**src/rtl/neopixel_animator.sv**
```systemverilog
// Rainbow/solid NeoPixel frame writer: one pixel word per cycle, first write the cycle after the frame tick.
// No backpressure: writes stream without gaps; a tick that lands on a busy frame is dropped and flagged.
module neopixel_animator #(
   parameter int          C_PIXELS    = 12,
   parameter int          C_FREQ_HZ   = 125000000,
   parameter int          C_FRAME_HZ  = 50,
   parameter logic [7:0]  C_HUE_STEP  = 8'd21,
   parameter logic [7:0]  C_HUE_SPEED = 8'd1
) (
   input  logic        clock,
   input  logic        reset,
   input  logic        enable,
   input  logic        mode,
   input  logic [23:0] solid_color,
   input  logic [2:0]  brightness,
   output logic        write_readf,
   output logic [31:0] address,
   output logic [31:0] write_data,
   output logic        busy,
   output logic        frame_done,
   output logic        overrun
);

   localparam int C_FRAME_CYCLES = C_FREQ_HZ / C_FRAME_HZ;
   localparam int TW = (C_FRAME_CYCLES > 1) ? $clog2(C_FRAME_CYCLES) : 1;
   localparam int PW = (C_PIXELS > 1) ? $clog2(C_PIXELS) : 1;

   typedef enum logic {IDLE, WRITE} state_t;

   state_t        state, state_nxt;
   logic [TW-1:0] timer;
   logic          tick;
   logic [PW-1:0] pix_idx, pix_nxt;
   logic [7:0]    base_hue, hue, hue_nxt;
   logic          mode_q;
   logic [23:0]   color_q;
   logic [2:0]    bright_q;
   logic          start, load, last;
   logic          src_mode;
   logic [23:0]   src_color, pix_color, pix_shift;
   logic [2:0]    src_bright;

   function automatic logic [23:0] wheel(input logic [7:0] h);
      logic [7:0] k3;
      if (h < 8'd85) begin
         k3 = h * 8'd3;
         return {8'd255 - k3, k3, 8'd0};
      end else if (h < 8'd170) begin
         k3 = (h - 8'd85) * 8'd3;
         return {8'd0, 8'd255 - k3, k3};
      end else begin
         k3 = (h - 8'd170) * 8'd3;
         return {k3, 8'd0, 8'd255 - k3};
      end
   endfunction

   assign tick = (timer == TW'(C_FRAME_CYCLES - 1));
   assign last = (pix_idx == PW'(C_PIXELS - 1));
   assign busy = write_readf;

   always_ff @(posedge clock or posedge reset) begin
      if (reset) begin
         timer <= '0;
      end else if (tick) begin
         timer <= '0;
      end else begin
         timer <= timer + 1'b1;
      end
   end

   always_ff @(posedge clock or posedge reset) begin
      if (reset) state <= IDLE;
      else       state <= state_nxt;
   end

   // The frame_done cycle is treated as still busy, so a tick there cannot start a frame.
   always_comb begin
      state_nxt = state;
      start     = 1'b0;
      load      = 1'b0;
      pix_nxt   = pix_idx;
      hue_nxt   = hue;
      case (state)
         IDLE: begin
            if (tick && enable && !frame_done) begin
               start     = 1'b1;
               load      = 1'b1;
               state_nxt = WRITE;
               pix_nxt   = '0;
               hue_nxt   = base_hue;
            end
         end
         WRITE: begin
            if (last) begin
               state_nxt = IDLE;
               pix_nxt   = '0;
            end else begin
               load    = 1'b1;
               pix_nxt = pix_idx + 1'b1;
               hue_nxt = hue + C_HUE_STEP;
            end
         end
         default: state_nxt = IDLE;
      endcase
   end

   // Pixel 0 is built from the live inputs on the start edge; later pixels use the latched copy.
   always_comb begin
      src_mode   = start ? mode        : mode_q;
      src_color  = start ? solid_color : color_q;
      src_bright = start ? brightness  : bright_q;
      pix_color  = src_mode ? src_color : wheel(hue_nxt);
      pix_shift  = {pix_color[23:16] >> src_bright,
                    pix_color[15:8]  >> src_bright,
                    pix_color[7:0]   >> src_bright};
   end

   always_ff @(posedge clock or posedge reset) begin
      if (reset) begin
         pix_idx     <= '0;
         hue         <= '0;
         base_hue    <= '0;
         mode_q      <= 1'b0;
         color_q     <= '0;
         bright_q    <= '0;
         write_readf <= 1'b0;
         address     <= '0;
         write_data  <= '0;
         frame_done  <= 1'b0;
         overrun     <= 1'b0;
      end else begin
         pix_idx     <= pix_nxt;
         hue         <= hue_nxt;
         write_readf <= load;
         frame_done  <= (state == WRITE) && last;
         if ((state == WRITE) && last) base_hue <= base_hue + C_HUE_SPEED;
         if (start) begin
            mode_q   <= mode;
            color_q  <= solid_color;
            bright_q <= brightness;
         end
         if (load) begin
            address    <= 32'(pix_nxt);
            write_data <= {8'd0, pix_shift};
         end
         if (tick && ((state == WRITE) || frame_done)) overrun <= 1'b1;
      end
   end

endmodule

```
**config.mk**
```make
export PLATFORM = sky130hd
export DESIGN_NAME = neopixel_animator
export DESIGN_NICKNAME = d
export VERILOG_FILES = /design/src/rtl/neopixel_animator.sv
export SDC_FILE = /design/constraint.sdc
export NUM_CORES = 1
export LEC_CHECK = 0
export CAP_MARGIN = 10
export CORE_MARGIN = 1
export CORE_UTILIZATION = 30
export DETAILED_ROUTE_END_ITERATION = 7
export SLEW_MARGIN = 10
export SYNTH_ARGS = -nofsm -noshare
export SYNTH_HDL_FRONTEND = slang
export SYNTH_SLANG_ARGS = --single-unit
```
**constraint.sdc**
```tcl
create_clock -name clock -period 6.5 [get_ports clock]
set_input_delay 0.65 -clock clock [delete_from_list [all_inputs] [get_ports clock]]
set_output_delay 0.65 -clock clock [all_outputs]
set_load 0.01 [all_outputs]
```
Word level (Yosys, flattened, before mapping)
Cells that the tools add are included.
{"block": "totals", "ff_bits": 101, "in_bits": 31, "elab_cells": 55}
{"block": "classes", "addsub": 9, "multipliers": 3, "magnitude_cmp": 2, "n_eq_ne": 2, "n_shift": 3, "mux": 17, "n_bitwise": 1, "reduce_logical": 6}
{"operator": "$mux W24", "n": 4}
{"operator": "$mul A8 B2 Y8 const B", "n": 3}
{"operator": "$shr A8 B3 Y8", "n": 3}
{"operator": "$sub A8 B8 Y8 const A", "n": 3}
{"operator": "$add A22 B1 Y22 const B", "n": 1}
{"operator": "$eq A22 B22 Y1 const B", "n": 1}
{"operator": "$mux W22", "n": 1}
{"operator": "$mux W8", "n": 2}
{"operator": "$pmux W8 S2", "n": 1}
{"operator": "$add A8 B1 Y8 const B", "n": 1}
{"operator": "$add A8 B5 Y8 const B", "n": 1}
{"operator": "$lt A8 B7 Y1 const B", "n": 1}
{"operator": "$lt A8 B8 Y1 const B", "n": 1}
{"operator": "$mux W4", "n": 2}
{"operator": "$pmux W4 S2", "n": 1}
{"operator": "$sub A8 B7 Y8 const B", "n": 1}
{"operator": "$sub A8 B8 Y8 const B", "n": 1}
{"operator": "$add A4 B1 Y4 const B", "n": 1}
{"operator": "$eq A4 B4 Y1 const B", "n": 1}
{"operator": "$logic_and A1 B1 Y1", "n": 4}
{"operator": "$mux W1", "n": 4}
{"operator": "$mux W3", "n": 1}
{"operator": "$pmux W1 S2", "n": 1}
{"operator": "$logic_not A1 Y1", "n": 1}
{"operator": "2 further kinds", "n": 2}

Logic depth before layout (Yosys ltp)
Gate-level depths: netlist (run 1).
{"block": "logic_depth", "word_depth": 12, "mapped_depth": 26, "mapped_depth_nobuf": 24}

Least setup slack after synthesis (run 1)
Ideal clock, no wire load.
{"block": "synth_timing", "kind": "register -> register", "from": "register timer[0]", "to": "register write_data[8]", "setup_ns": 0.082, "arrival_ns": 4.844, "setup_slack_ns": 1.574, "stages_incl_launch_ff": 25, "path_buffers": 0, "synth_period_minus_slack_ns": 4.926, "cell_sequence": "dfrtp_1 > ha_1 > and4_1 > nand4_1 > o31a_1 > o31ai_4 > inv_1 > ha_1 > nand2b_1 > nand2_1 > a41oi_1 > a21o_1 > xnor2_1 > ha_1 > inv_1 > o21ba_2 > nand2_1 > mux2i_1 > a32oi_1 > o32ai_1 > or3_1 > a21o_1 > a31oi_1 > mux2i_1 > a31oi_1"}
{"block": "synth_between", "elab_chain_cells": 12, "word_cells_on_any_way": 21, "cone_classes": "2 x add/sub; 2 x mul; 2 x order compare; 1 x eq/ne; 1 x shift; 11 x mux; 2 x reduce/logical"}
{"item": "from (decl)", "line": "31", "rtl": "logic [TW-1:0] timer;"}
{"item": "from (signal assigned)", "line": "67", "rtl": "timer <= timer + 1'b1;"}
{"item": "$eq A22 B22 Y1 *", "line": "57", "rtl": "assign tick = (timer == TW'(C_FRAME_CYCLES - 1));"}
{"item": "$logic_and A1 B1 Y1 * (2 in a row)", "line": "85", "rtl": "if (tick && enable && !frame_done) begin"}
{"item": "$mux W8 *", "line": "85"}
{"item": "$pmux W8 S2 *", "line": "83", "rtl": "case (state)"}
{"item": "named net hue_nxt[2]", "line": "34", "rtl": "logic [7:0] base_hue, hue, hue_nxt;"}
{"item": "$sub A8 B7 Y8", "line": "49", "rtl": "k3 = (h - 8'd85) * 8'd3;"}
{"item": "$mul A8 B2 Y8", "line": "49"}
{"item": "$sub A8 B8 Y8", "line": "50", "rtl": "return {8'd0, 8'd255 - k3, k3};"}
{"item": "$mux W24", "line": "48", "rtl": "end else if (h < 8'd170) begin"}
{"item": "$mux W24 *", "line": "45", "rtl": "if (h < 8'd85) begin"}
{"item": "$mux W24 *", "line": "112", "rtl": "pix_color = src_mode ? src_color : wheel(hue_nxt);"}
{"item": "$shr A8 B3 Y8 *", "line": "114", "rtl": "pix_color[15:8] >> src_bright,"}
{"item": "to (signal assigned)", "line": "144", "rtl": "write_data <= {8'd0, pix_shift};"}
{"item": "to (decl)", "line": "18", "rtl": "output logic [31:0] write_data,"}
The timed path passes the listed nets; every way through them passes the cells marked *.
A chain may end at the register's enable or synchronous reset.

Final worst setup path (run 1)
{"block": "layout_timing", "from": "register timer[0]", "to": "register write_data[2]"}
{"block": "layout_between", "elab_chain_cells": 12, "word_cells_on_any_way": 22, "cone_classes": "3 x add/sub; 2 x mul; 2 x order compare; 1 x eq/ne; 1 x shift; 11 x mux; 2 x reduce/logical"}
{"item": "$eq A22 B22 Y1 *", "line": "57"}
{"item": "$logic_and A1 B1 Y1 * (2 in a row)", "line": "85"}
{"item": "$mux W8 *", "line": "85"}
{"item": "$pmux W8 S2 *", "line": "83"}
{"item": "named net hue_nxt[2]", "line": "34"}
{"item": "$sub A8 B8 Y8", "line": "52", "rtl": "k3 = (h - 8'd170) * 8'd3;"}
{"item": "$mul A8 B2 Y8", "line": "52"}
{"item": "$sub A8 B8 Y8", "line": "53", "rtl": "return {k3, 8'd0, 8'd255 - k3};"}
{"item": "$mux W24", "line": "48"}
{"item": "$mux W24 *", "line": "45"}
{"item": "$mux W24 *", "line": "112"}
{"item": "$shr A8 B3 Y8 *", "line": "115", "rtl": "pix_color[7:0] >> src_bright};"}
Marked as above.

==> out/qor.tcl, run 1 <==
set qor(dieWidth_um) 160
set qor(worst_setup_path_start_kind) {register}
set qor(syn-mean-instance-area_sq_um) 8.58
set qor(synth_edf_count) 0
set qor(io_buffers) 62
set qor(setup_fix_buffers_added_after_clock_tree_synthesis) 0
set qor(final_cell_mix) {sky130_fd_sc_hd__nand2_1 (124), sky130_fd_sc_hd__dfrtp_1 (101), sky130_fd_sc_hd__clkdlybuf4s50_1 (62)}
set qor(gr-usage-all-layers_pct) 16.8
set qor(synth_area_leaders) {sky130_fd_sc_hd__dfrtp_1 (34%), sky130_fd_sc_hd__nand2_1 (6.2%), sky130_fd_sc_hd__ha_1 (4.8%)}
set qor(yosysWarnings) 0
set qor(core_region_area_sq_um) 24400
set qor(yosysSeqAreaShare_pct) 33.7
set qor(starting_density_of_the_core_pct) 30.7
set qor(hp-class) {reg2reg}
set qor(place.detailed.instances) 1235
set qor(num_io_pins) 99
set qor(final_cell_count_no_fill) 1251
set qor(antenna_found_initial) 0
set qor(period_minus_slack_ps) 5810
set qor(place_ws_ps) 600
set qor(path_clk_slew_ps) 70
set qor(remaining_drc_errors) 0
set qor(run_status) {finished clean}
set qor(dieArea_sq_um) 25600
set qor(timing.max_cap.violations) 0
set qor(detail_route.vias_per_cell) 5.24
set qor(via_count_of_the_first_global_routing_pass) 6085
set qor(final_max_tran_viols) 0
set qor(crit_fanout) 10
set qor(report.final.setup_viol) 0
set qor(std_cell_rows) 57
set qor(setup-tns-final_ps) 0
set qor(timing_worst_slew_pin_value_ps) 941
set qor(place_congestion) 0.923
set qor(cts_tree) {yes}
set qor(ctsLongestPathBuffers) 2
set qor(critical_path.endpoint_type) {register}
set qor(ys_async_sr_fraction_pct) 100
set qor(postCtsHoldBufs) 0
set qor(cts.sink_count) 101
set qor(diodes) 0
set qor(detailroute.via_count) 6554
set qor(cp-startpoint) {timer[0]}
set qor(layout_commonest_cell) {sky130_fd_sc_hd__nand2_1}
set qor(synth-seq-cells) 101
set qor(synthCells) 873
set qor(timing.fmax_mhz) 172
set qor(clock_latency_reported_for_the_late_side_of_the_worst_skew_pair_ps) 370
set qor(areaGrowthSynthToFinish_pct) 15.4
set qor(yosys.area.top_type) {sky130_fd_sc_hd__dfrtp_1}
set qor(critPathRequiredTime_ps) 6710
set qor(post_route_cells_drive_above_1_share_pct) 7.55
set qor(rr_worst_depth) 22
set qor(yosys.area.top_type_share_pct) 33.7
set qor(cts_root_buffer) {sky130_fd_sc_hd__clkbuf_16}
set qor(final-hold-violation-count) 0
set qor(drt_pre_antenna_iters) 5
set qor(endpoint) {write_data[2]}
set qor(synth.distinct_cells) 89
set qor(die_boundary_height_um) 160
set qor(grt_start_max_net_pins) 72
set qor(gr_overflow_total) 0
set qor(final_critical_path_setup_slack_ps) 690
set qor(final_net_count) 984
set qor(detail-route-antenna-nets) 0
set qor(fillers) 2505
set qor(unrepaired_setup_endpoints_after_global_routing) {no}
set qor(drt-wirelength-per-cell_um) 16.9
set qor(critical_path_arrival_ps) 6020
set qor(final_min_period_over_clock_period_pct) 89.4
set qor(final.setup_skew_ps) 13.8
set qor(grt_first_pass_wirelength_mm) 33.9
set qor(post_cts.resized_instances) 0
set qor(yosys_most_used_dff) {sky130_fd_sc_hd__dfrtp_1}
set qor(clock_tree.htree_level_count) 3
set qor(critical_path_class) {reg2reg}
set qor(crit-reg2reg-capture) {write_data[2]}
set qor(timing.max_slew.rel_slack_pct) 37.3
set qor(finalWirelength_mm) 21.1
set qor(timing.reg2reg.setup_slack_ps) 690
set qor(placed_wire_length_estimate_after_detailed_placement_mm) 15.7
set qor(drt_iter0_drcs) 547
set qor(mappedNetlistArea_sq_um) 7490
set qor(cts_buffer_count) 9
set qor(rr_startpoint) {timer[0]}
==> layout make-up <==
class	instances	area, sq um	area share, %
Tap cell	324	405	4.69
Multi-Input combinational cell	688	4490	52.0
Inverter	40	153	1.77
Clock inverter	6	55.1	0.637
Clock buffer	10	239	2.77
Sequential cell	101	2530	29.3
Timing Repair Buffer	82	771	8.92
==> worst max-delay path, stage by stage (launching register included) <==
cell	delay (ps)
sky130_fd_sc_hd__dfrtp_1	380
sky130_fd_sc_hd__ha_1	210
sky130_fd_sc_hd__and4_1	350
sky130_fd_sc_hd__nand4_1	210
sky130_fd_sc_hd__o31a_1	400
sky130_fd_sc_hd__o31ai_4	170
sky130_fd_sc_hd__buf_4	220
sky130_fd_sc_hd__inv_1	120
sky130_fd_sc_hd__ha_1	270
sky130_fd_sc_hd__nor2_1	110
sky130_fd_sc_hd__a31o_2	280
sky130_fd_sc_hd__xnor2_1	180
sky130_fd_sc_hd__ha_1	330
sky130_fd_sc_hd__a21oi_1	320
sky130_fd_sc_hd__mux2i_1	220
sky130_fd_sc_hd__o311ai_0	140
sky130_fd_sc_hd__a311oi_1	540
sky130_fd_sc_hd__nor4_1	140
sky130_fd_sc_hd__a311oi_1	270
sky130_fd_sc_hd__mux2_2	220
sky130_fd_sc_hd__nor4_1	50
sky130_fd_sc_hd__a221oi_1	360
sky130_fd_sc_hd__o41ai_2	160
==> worst min path at each step <==
stage / startpoint / end / slack (ps) / cells past startpoint
2_1_floorplan: color_q[5] / color_q[5] / 430 / 2
3_3_place_gp: color_q[11] / color_q[11] / 450 / 2
3_5_place_dp: color_q[7] / color_q[7] / 450 / 2
4_1_cts: color_q[7] / color_q[7] / 470 / 2
5_1_grt: color_q[7] / color_q[7] / 490 / 2
6_report: color_q[7] / color_q[7] / 460 / 2
==> metrics by stage <==
stage	hold WS (ps)	utilization, %	instance area (sq um)
2_1_floorplan	427	-	7620
3_3_place_gp	447	34.2	8350
3_5_place_dp	453	34.2	8350
4_1_cts	470	35.4	8640
5_1_grt	495	35.4	8640
6_report	463	35.4	8640
==> cell usage after synthesis (12+ instances only) <==
cell type and n:
sky130_fd_sc_hd__xor2_1 17, sky130_fd_sc_hd__xnor2_1 39, sky130_fd_sc_hd__nand2_1 124, sky130_fd_sc_hd__dfrtp_1 101, sky130_fd_sc_hd__o211ai_1 12, sky130_fd_sc_hd__a21oi_1 40
sky130_fd_sc_hd__inv_1 37, sky130_fd_sc_hd__a31oi_1 17, sky130_fd_sc_hd__nand3_1 28, sky130_fd_sc_hd__a211oi_1 15, sky130_fd_sc_hd__nand4_1 16, sky130_fd_sc_hd__nor2_1 55
sky130_fd_sc_hd__buf_4 38, sky130_fd_sc_hd__ha_1 29, sky130_fd_sc_hd__o21ai_0 39, sky130_fd_sc_hd__clkbuf_1 27, sky130_fd_sc_hd__nor3_1 22, sky130_fd_sc_hd__mux2i_1 20
==> state kept, by name (all words and copies together) (netlist names) <==
register    count
base_hue        8
bright_q        3
pix_idx         4
timer          22
busy            1
frame_done      1
address         4
overrun         1
hue             8
color_q        24
mode_q          1
write_data     24
==> layer usage <==
metal	routed length, um	up-vias	GRT usage, %	part of all wire, %
met5	0	-	0	0
met4	339	0	5.41	1.6
met3	1110	20	2.13	5.3
met2	9460	203	25.4	45
met1	10200	3178	24.6	48
li1	-	3153	-	-
==> kinds of logic (layout without fill, tap and decap cells) <==
| logic type | after synthesis | in the layout | synth area share [%] |
|---|---|---|---|
| buffers and inverters | 119 | 138 | 8.12 |
| flip-flops | 101 | 101 | 33.7 |
| adder cells (fa/ha/maj) | 32 | 32 | 5.51 |
| XOR/XNOR | 58 | 58 | 7.15 |
| other | 1 | 36 | 0.0501 |
| AND/OR/NAND/NOR | 316 | 316 | 20.9 |
| multiplexers | 24 | 24 | 3.31 |
| AO/OA/AOI/OAI | 222 | 222 | 21.2 |
Power of run 1 is not shown: default switching activity piles up to over one toggle a cycle in this logic, so the estimate is an artifact.
==> run 2, diff against run 1 <==
--- a/config.mk
+++ b/config.mk
@@ -6,6 +6,7 @@
 export NUM_CORES = 1
 export LEC_CHECK = 0
 export CAP_MARGIN = 10
+export CORE_ASPECT_RATIO = 0.6
 export CORE_MARGIN = 1
 export CORE_UTILIZATION = 30
 export DETAILED_ROUTE_END_ITERATION = 7
==> run 2 against run 1 <==
  * Wire length grew 5.7%
  * Critical path depth grew 2
  * Flip-flop and latch count is the same
  * Global-route usage grew 1.2 points
  * Setup slack lost 120 ps
  * Sequential share of layout area is essentially flat
  * Final cell count shrank 0.32%
  * Die area is essentially flat
  * Register-to-register slack lost 120 ps
  * Utilization grew 0.063 points
  * Fmax shrank 2.1%
  * Critical path type unchanged
==> out/qor.tcl, run 2 (synthesized netlist as in run 1, its figures left out) <==
set qor(place_congestion) 0.961
set qor(std_cell_rows) 44
set qor(timing.max_cap.violations) 0
set qor(gr_overflow_total) 0
set qor(core_region_area_sq_um) 24300
set qor(critical_path_class) {reg2reg}
set qor(path_clk_slew_ps) 70
set qor(run_status) {finished clean}
set qor(period_minus_slack_ps) 5930
set qor(critPathRequiredTime_ps) 6780
set qor(final.setup_skew_ps) 6.67
set qor(grt_start_max_net_pins) 55
set qor(cp-startpoint) {timer[0]}
set qor(rr_startpoint) {timer[0]}
set qor(remaining_drc_errors) 0
set qor(worst_setup_path_start_kind) {register}
set qor(drt_pre_antenna_iters) 5
set qor(detailroute.via_count) 6663
set qor(ctsLongestPathBuffers) 2
set qor(areaGrowthSynthToFinish_pct) 15.3
set qor(post_route_cells_drive_above_1_share_pct) 7.36
set qor(final_net_count) 981
set qor(wl_met3_mm) 2.63
set qor(drt-wirelength-per-cell_um) 17.9
set qor(io_buffers) 62
set qor(sequential_cell_area_sq_um) 2530
set qor(clock_tree.htree_level_count) 3
set qor(postCtsHoldBufs) 0
set qor(detail_route.vias_per_cell) 5.34
set qor(crit-reg2reg-capture) {write_data[8]}
set qor(gr-usage-all-layers_pct) 18.0
set qor(final-hold-violation-count) 0
set qor(timing_worst_slew_pin_value_ps) 1090
set qor(path_common_cell) {sky130_fd_sc_hd__ha_1}
set qor(cts_root_buffer) {sky130_fd_sc_hd__clkbuf_16}
set qor(setup_fix_buffers_added_after_clock_tree_synthesis) 0
set qor(report.final.setup_viol) 0
set qor(grt_first_pass_wirelength_mm) 35.6
set qor(unrepaired_setup_endpoints_after_global_routing) {no}
set qor(cp_slowest_stage_delay_ps) 470
set qor(starting_density_of_the_core_pct) 30.8
set qor(post_cts.resized_instances) 0
set qor(fillers) 2511
set qor(cts.sink_count) 101
set qor(num_io_pins) 99
set qor(crit_fanout) 10
set qor(detail-route-antenna-nets) 0
set qor(timing.max_slew.rel_slack_pct) 26.6
set qor(area_of_the_multi_input_gates_sq_um) 4490
set qor(dieArea_sq_um) 25600
set qor(wl_met2_mm) 7.70
set qor(timing.fmax_mhz) 168
set qor(critical_path_arrival_ps) 6220
set qor(maxUsedRoutingLayer) {met4}
set qor(final_min_period_over_clock_period_pct) 91.3
set qor(dieWidth_um) 206
set qor(clock_latency_reported_for_the_late_side_of_the_worst_skew_pair_ps) 360
set qor(final_cell_mix) {sky130_fd_sc_hd__nand2_1 (124), sky130_fd_sc_hd__dfrtp_1 (101), sky130_fd_sc_hd__clkdlybuf4s50_1 (62)}
set qor(timing.reg2reg.setup_slack_ps) 570
set qor(finalWirelength_mm) 22.3
set qor(worstPathCellList) {ha_1, and4_1, nand4_1, o31a_1, o31ai_4, inv_1, ha_1, nand2b_1, nand2_1, a41oi_1, a21o_1, xnor2_1, ha_1, inv_1, o21ba_2, nand2_1, mux2i_1, a32oi_1, o32ai_1, or3_1, a21o_1, a31oi_1, mux2i_1, a31oi_1}
set qor(rr_worst_depth) 24
set qor(wl_met1_mm) 11.8
set qor(via_count_of_the_first_global_routing_pass) 5996
set qor(cts_buffer_count) 9
set qor(layout_commonest_cell) {sky130_fd_sc_hd__nand2_1}
set qor(cts_tree) {yes}
set qor(largest_registers) {color_q x24, write_data x24, timer x22}
set qor(setup-tns-final_ps) 0
set qor(critical_path.slowest_cell) {sky130_fd_sc_hd__o31ai_4}
set qor(die_boundary_height_um) 124
set qor(final_max_tran_viols) 0
set qor(drt_iter0_drcs) 736
set qor(antenna_found_initial) 0
set qor(critical_path.endpoint_type) {register}
set qor(hp-class) {reg2reg}
set qor(endpoint) {write_data[8]}
set qor(placed_wire_length_estimate_after_detailed_placement_mm) 17.3
-- run 2: final cells by class --
class	count	share of cell area [%]
diodes	1	0.0290
clock buffers	10	2.77
clock inverters	6	0.797
inverters	40	1.77
multi-input cells	688	52.0
flip-flops and latches	101	29.3
well taps	322	4.67
repair buffers	79	8.67
-- run 2: metrics by stage --
step	util [%]	hold slack [ps]	setup slack, ps	area, sq um	std cells
floorplan	-	427	1570	7620	908
global placement	34.2	444	637	8320	1230
detailed placement	34.2	451	503	8320	1230
CTS	35.5	470	622	8630	1246
global route	35.5	491	9.66	8630	1246
finish	35.5	464	565	8630	1247
-- run 2: worst min path at each step --
stage / startpoint / cells after the start / end
floorplan: color_q[5] / 2 / color_q[5]
global placement: color_q[10] / 2 / color_q[10]
detailed placement: color_q[11] / 2 / color_q[11]
CTS: color_q[11] / 2 / color_q[11]
global route: color_q[0] / 2 / color_q[0]
finish: color_q[11] / 2 / color_q[11]
-- run 2: critical path: cells and delay by family, from the launching register on --
kind | cells | cell delay, ps
compound gates | 10 | 2620
xor+xnor | 1 | 90
fa+ha+maj | 3 | 820
buf+inv | 2 | 310
flops | 1 | 390
mux | 2 | 310
simple gates | 6 | 1300
-- run 2: metal layers --
metal,vias up,GRT usage [%]
met1,3204,30.7
met2,294,20.1
met5,-,0
met4,0,3.37
li1,3154,-
met3,11,6.02
Power of run 2 is left out for the same reason.
==> run 3, diff against run 2 <==
--- a/config.mk
+++ b/config.mk
@@ -10,6 +10,7 @@
 export CORE_MARGIN = 1
 export CORE_UTILIZATION = 30
 export DETAILED_ROUTE_END_ITERATION = 7
+export DONT_BUFFER_PORTS = 1
 export SLEW_MARGIN = 10
 export SYNTH_ARGS = -nofsm -noshare
 export SYNTH_HDL_FRONTEND = slang
==> run 3 against run 2 <==
  * Non-clock buffer count down 64
  * Clock skew is 2.9 ps higher
  * Sequential share of layout area grew 2.3 points
  * Die area stayed put
  * Highest routed layer unchanged
  * Critical endpoint unchanged
  * Global-route usage decreased by 0.55 points
  * Worst hold slack worse by 240 ps
  * Fmax up 1.6%
  * Count of clock-buffer cells in the layout unchanged
  * Cell area decreased by 7.2%
  * Utilization down 2.5 points
  * Wire length shrank 0.78%
  * Setup slack better by 96 ps
==> out/qor.tcl, run 3 (synthesized netlist as in run 1, its figures left out) <==
set qor(post_cts.resized_instances) 0
set qor(run_status) {finished clean}
set qor(report.final.setup_viol) 0
set qor(postCtsHoldBufs) 0
set qor(diodes) 0
set qor(ctsLongestPathBuffers) 2
set qor(final_net_count) 917
set qor(gr_overflow_total) 0
set qor(std_cell_rows) 44
set qor(fillers) 2535
set qor(dieArea_sq_um) 25600
set qor(detail-route-antenna-nets) 0
set qor(final_cell_mix) {sky130_fd_sc_hd__nand2_1 (124), sky130_fd_sc_hd__dfrtp_1 (101), sky130_fd_sc_hd__nor2_1 (54)}
set qor(cts_tree) {yes}
set qor(layout_commonest_cell) {sky130_fd_sc_hd__nand2_1}
set qor(path_clk_slew_ps) 70
set qor(detailroute.via_count) 6503
set qor(final-hold-violation-count) 0
set qor(sequential_cell_area_sq_um) 2530
set qor(critical_path_arrival_ps) 6120
set qor(die_boundary_height_um) 124
set qor(gr-usage-all-layers_pct) 17.4
set qor(placed_wire_length_estimate_after_detailed_placement_mm) 17.1
set qor(grt_start_max_net_pins) 55
set qor(timing.fmax_mhz) 171
set qor(timing_worst_slew_pin_value_ps) 1050
set qor(critical_path_class) {reg2reg}
set qor(area_of_the_multi_input_gates_sq_um) 4500
set qor(cts_root_buffer) {sky130_fd_sc_hd__clkbuf_16}
set qor(period_minus_slack_ps) 5840
set qor(critPathRequiredTime_ps) 6780
set qor(grt_first_pass_wirelength_mm) 34.6
set qor(via_count_of_the_first_global_routing_pass) 5700
set qor(setup-tns-final_ps) 0
set qor(worst_setup_path_start_kind) {register}
set qor(drt-wirelength-per-cell_um) 18.7
set qor(hp-class) {in2async}
set qor(drt_iter0_drcs) 729
set qor(crit_fanout) 10
set qor(final_max_tran_viols) 0
set qor(io_buffers) 0
set qor(final_min_period_over_clock_period_pct) 89.8
set qor(remaining_drc_errors) 0
set qor(clock_latency_reported_for_the_late_side_of_the_worst_skew_pair_ps) 360
set qor(dieWidth_um) 206
set qor(timing.max_cap.violations) 0
set qor(critical_path.endpoint_type) {register}
set qor(drt_pre_antenna_iters) 6
set qor(largest_registers) {color_q x24, write_data x24, timer x22}
set qor(place_congestion) 0.945
set qor(areaGrowthSynthToFinish_pct) 7.02
set qor(starting_density_of_the_core_pct) 30.8
set qor(final.setup_skew_ps) 9.55
set qor(cts.sink_count) 101
set qor(setup_fix_buffers_added_after_clock_tree_synthesis) 0
set qor(detail_route.vias_per_cell) 5.51
set qor(num_io_pins) 99
set qor(cts_buffer_count) 9
set qor(unrepaired_setup_endpoints_after_global_routing) {no}
set qor(finalWirelength_mm) 22.1
set qor(timing.max_slew.rel_slack_pct) 29.0
set qor(antenna_found_initial) 0
set qor(post_route_cells_drive_above_1_share_pct) 7.68
set qor(core_region_area_sq_um) 24300
set qor(clock_tree.htree_level_count) 3
[run 3: changes by cell type in the layout (fill, tap and decap cells not counted)]
cell and change:
sky130_fd_sc_hd__buf_4 -2, sky130_fd_sc_hd__bufinv_16 +1, sky130_fd_sc_hd__clkdlybuf4s50_1 -62, sky130_fd_sc_hd__clkinv_2 -1
sky130_fd_sc_hd__clkinv_4 +1, sky130_fd_sc_hd__diode_2 -1, sky130_fd_sc_hd__inv_6 -2, sky130_fd_sc_hd__nor2_1 -1
sky130_fd_sc_hd__nor2_2 +1
[run 3: through the flow]
step	hold slack (ps)	instances	util (%)	cell area [sq um]	setup WS [ps]
after global routing	286	1181	32.9	8020	173
after global placement	443	1166	31.6	7690	844
after floorplan	427	908	-	7620	1570
after CTS	246	1181	32.9	8020	719
final	225	1181	32.9	8020	661
after detailed placement	450	1166	31.6	7690	783
[run 3: metal layers]
layer	wire length, um	part of all wire (%)	track usage (%)	vias to the layer above
met5	0	0	0	-
met4	155	0.70	3.11	0
met3	2600	12	6.07	12
met2	7770	35	19.8	301
met1	11600	52	29.4	3175
li1	-	-	-	3015
[run 3: worst paths after layout]
path | cells past startpoint | start | slack [ps] | end
worst max-delay path | 23 | timer[16] | 660 | write_data[8]
worst min-delay path | 1 | reset | 230 | address[3]
worst max register to register | 23 | timer[16] | 660 | write_data[8]
worst min register to register | 2 | color_q[10] | 460 | color_q[10]
max in group asynchronous | 2 | reset | 5150 | busy
min in group clock | 2 | solid_color[7] | 430 | color_q[7]
[run 3: final cells by class]
class	count	share of cell area, %
multi-input cells	688	56.1
flip-flops and latches	101	31.5
well taps	322	5.03
clock buffers	10	2.98
inverters	40	1.90
repair buffers	15	1.40
clock inverters	5	1.06
[run 3: critical path, stage by stage (launching register included)]
cell and delay [ps]:
sky130_fd_sc_hd__dfrtp_1 430, sky130_fd_sc_hd__nor4b_1 570, sky130_fd_sc_hd__nand2_1 220, sky130_fd_sc_hd__o31a_1 330
sky130_fd_sc_hd__o31ai_4 480, sky130_fd_sc_hd__inv_1 230, sky130_fd_sc_hd__ha_1 270, sky130_fd_sc_hd__nand2b_1 190
sky130_fd_sc_hd__nand2_1 90, sky130_fd_sc_hd__a41oi_1 220, sky130_fd_sc_hd__a21o_1 270, sky130_fd_sc_hd__xnor2_1 90
sky130_fd_sc_hd__ha_1 330, sky130_fd_sc_hd__inv_1 80, sky130_fd_sc_hd__o21ba_2 240, sky130_fd_sc_hd__nand2_1 80
sky130_fd_sc_hd__mux2i_1 70, sky130_fd_sc_hd__a32oi_1 170, sky130_fd_sc_hd__o32ai_1 130, sky130_fd_sc_hd__or3_1 340
sky130_fd_sc_hd__a21o_1 180, sky130_fd_sc_hd__a31oi_1 310, sky130_fd_sc_hd__mux2i_1 220, sky130_fd_sc_hd__a31oi_1 210
Power of run 3 is left out for the same reason.
==> variant: new RTL, flow settings as in run 1 <==
Register the output `write_data` once more; this adds one clock of latency there. The other outputs are not delayed to match.
--- a/src/rtl/neopixel_animator.sv
+++ b/src/rtl/neopixel_animator.sv
@@ -28,2 +28,4 @@
    typedef enum logic {IDLE, WRITE} state_t;
+
+   logic [31:0] write_data_s0;
 
@@ -127,3 +129,3 @@
          address     <= '0;
-         write_data  <= '0;
+         write_data_s0 <= '0;
          frame_done  <= 1'b0;
@@ -143,3 +145,3 @@
             address    <= 32'(pix_nxt);
-            write_data <= {8'd0, pix_shift};
+            write_data_s0 <= {8'd0, pix_shift};
          end
@@ -149,2 +151,6 @@
 
+   always_ff @(posedge clock) begin
+      write_data <= write_data_s0;
+   end
+
 endmodule
Behaviour: same outputs for any inputs over 10 cycles, from zero or initial values and one cycle with reset high; that may be too few to reach the edited logic, so the function may still have changed.
==> variant against run 1 <==
First-iteration DRC count fell by 11%. Global-route usage shrank 0.72 points. Synthesized cell count down 1.0%. Sequential share of layout area up 3.2 points. Sequential cell count grew 24. Area after synthesis rose by 3.5%. Final area increased by 7.1%. Worst setup slack got worse by 0.033 ns. Non-clock buffer count unchanged. Wire length is 2.2% lower. Critical endpoint is now write_data_s0[18]. Hold slack worse by 0.099 ns.
Power is left out: it rests on default switching activity, and per cell area and clock period it moved more than threefold.
==> variant: results (changes against run 1) <==
stage,metric,value,unit,change
clock_network,post_cts_buffers,0,,unchanged
final_layout,drive_above_1_share,8.42,%,was 7.55%
detailed_routing,firstDrtPassIters,6,,was 5
worst_setup_path,cp_slowest_cell,or4_1,,was a311oi_1
detailed_routing,drt_iter0_markers,487,,was 547
synthesis,yosys_warnings,0,,unchanged
clock_network,cts.sinks,125,,was 101
grt,grt_max_degree,52,,was 72
synthesis,yosys-top-cells-count,"116 x nand2_1, 101 x dfrtp_1, 53 x nor2_1",,"was 124 x nand2_1, 101 x dfrtp_1, 55 x nor2_1"
final_layout,diodes,0,,unchanged
detailed_routing,vias,6628,,was 6554
synthesis,synth_edf_count,0,,unchanged
synthesis,synthArstFlopShare,80.8,%,was 100%
grt,grt_pass1_wl,33.1,mm,was 33.9 mm
grt,grt_use_met1,22.6,%,was 24.6%
clock_network,path_clk_slew,0.06,ns,
clock_network,cts_buffers,17,,was 9
outcome,status,completed,,unchanged
final_layout,reg_top3,"color_q x24, write_data x24, write_data_s0 x24",,"was color_q x24, write_data x24, timer x22"
synthesis,synthMuxAreaShare,3.07,%,was 3.31%
clock_network,clk_latency,0.42,ns,was 0.37 ns
clock_network,cts_repair_resize_count,0,,unchanged
timing,finalClockSkew,0.00887,ns,was 0.0138 ns
clock_network,clk_path_buf_depth,2,,unchanged
grt,antenna_found_initial,0,,unchanged
worst_setup_path,crit_fanout,9,,was 10
synthesis,synth_area_leaders,"dfrtp_1 33%, dfxtp_1 6.2%, nand2_1 5.6%",,"was dfrtp_1 34%, nand2_1 6.2%, ha_1 4.8%"
grt,grtUsageMet2,24.3,%,was 25.4%
grt,met3_usage,3.16,%,was 2.13%
place,gp_congestion,0.884,,was 0.923
synthesis,synth_compound_area_share,19.2,%,was 21.2%
timing,worst_slew_pin_slew,0.839,ns,was 0.941 ns
final_layout,final_nets,987,,was 984
clock_network,htreeDepth,4,,was 3
synthesis,seq_area_frac_synth,38.8,%,was 33.7%
synthesis,synth_xor_area_share,7.60,%,was 7.15%
place,dp_hpwl,15.2,mm,was 15.7 mm
synthesis,synth_cell_types,80,,was 89
worst_setup_path,cpPeakStageDelay,0.58,ns,was 0.54 ns
synthesis,synthAdderAreaFrac,5.20,%,was 5.51%
clock_network,clock-root-buffer,clkbuf_16,,unchanged
grt,grt_pass1_vias,6190,,was 6085
hold_path,holdCritPathClass,reg -> reg,,unchanged
grt,grt_usage,16.1,%,was 16.8%
place,portBuffers,62,,unchanged
detailed_routing,wl_per_cell,16.3,um,was 16.9 um
-- variant: cell count changes after synthesis, sizes merged, moves of 6 or more --
cell | before | now
a211oi | 18 | 12
a31oi | 17 | 11
buf | 52 | 46
dfxtp | 0 | 24
inv | 40 | 27
nand2 | 124 | 116
-- variant: through the flow --
step	hold WS (ns)	std cells	worst slack [ns]	instance area [um^2]	util, %
floorplan	0.342	899	1.41	7880	-
global placement	0.355	1236	0.591	8660	34.3
detailed placement	0.353	1236	0.536	8660	34.3
CTS	0.366	1268	0.702	9260	36.6
global route	0.382	1268	0.000204	9260	36.6
finish	0.365	1268	0.657	9260	36.6
-- variant: cell type report --
type                    count  area (um^2)
fillers                  2581        16000
multi-input cells         667         4350
flip-flops and latches    125         3010
repair buffers             82          771
clock buffers              25          517
well taps                 330          413
inverters                  32          123
clock inverters             7         78.8
-- variant: worst max-delay path, delay by kind of cell (launching register included) --
kind,cells,cell delay [ns]
compound gates,8,2.00
simple gates,6,1.93
fa+ha+maj,3,0.91
xor+xnor,3,0.51
flops,1,0.39
-- variant: path summary, 6_finish.rpt --
check                      cells past startpoint  slack (ns)                end        startpoint
min in group asynchronous                      2        0.67        color_q[12]             reset
max in group asynchronous                      3        4.74             hue[5]             reset
max reg2reg                                   20        0.66  write_data_s0[18]          timer[0]
min reg2reg                                    0        0.36      write_data[6]  write_data_s0[6]
min                                            0        0.36      write_data[6]  write_data_s0[6]
max                                           20        0.66  write_data_s0[18]          timer[0]
-- variant: cells by family after synthesis --
group           count (synthesis)
xor+xnor                       58
mux                            23
other cells                     1
fa+ha+maj                      31
compound gates                221
buf+inv                       107
simple gates                  298
flops                         125
-- variant: per-layer routing --
metal | part of all wire, % | wire [um] | vias to the layer above
met5 | 0 | 0 | -
met4 | 2.0 | 417 | 0
met3 | 6.1 | 1260 | 25
met2 | 45 | 9270 | 245
met1 | 47 | 9710 | 3214
li1 | - | - | 3144
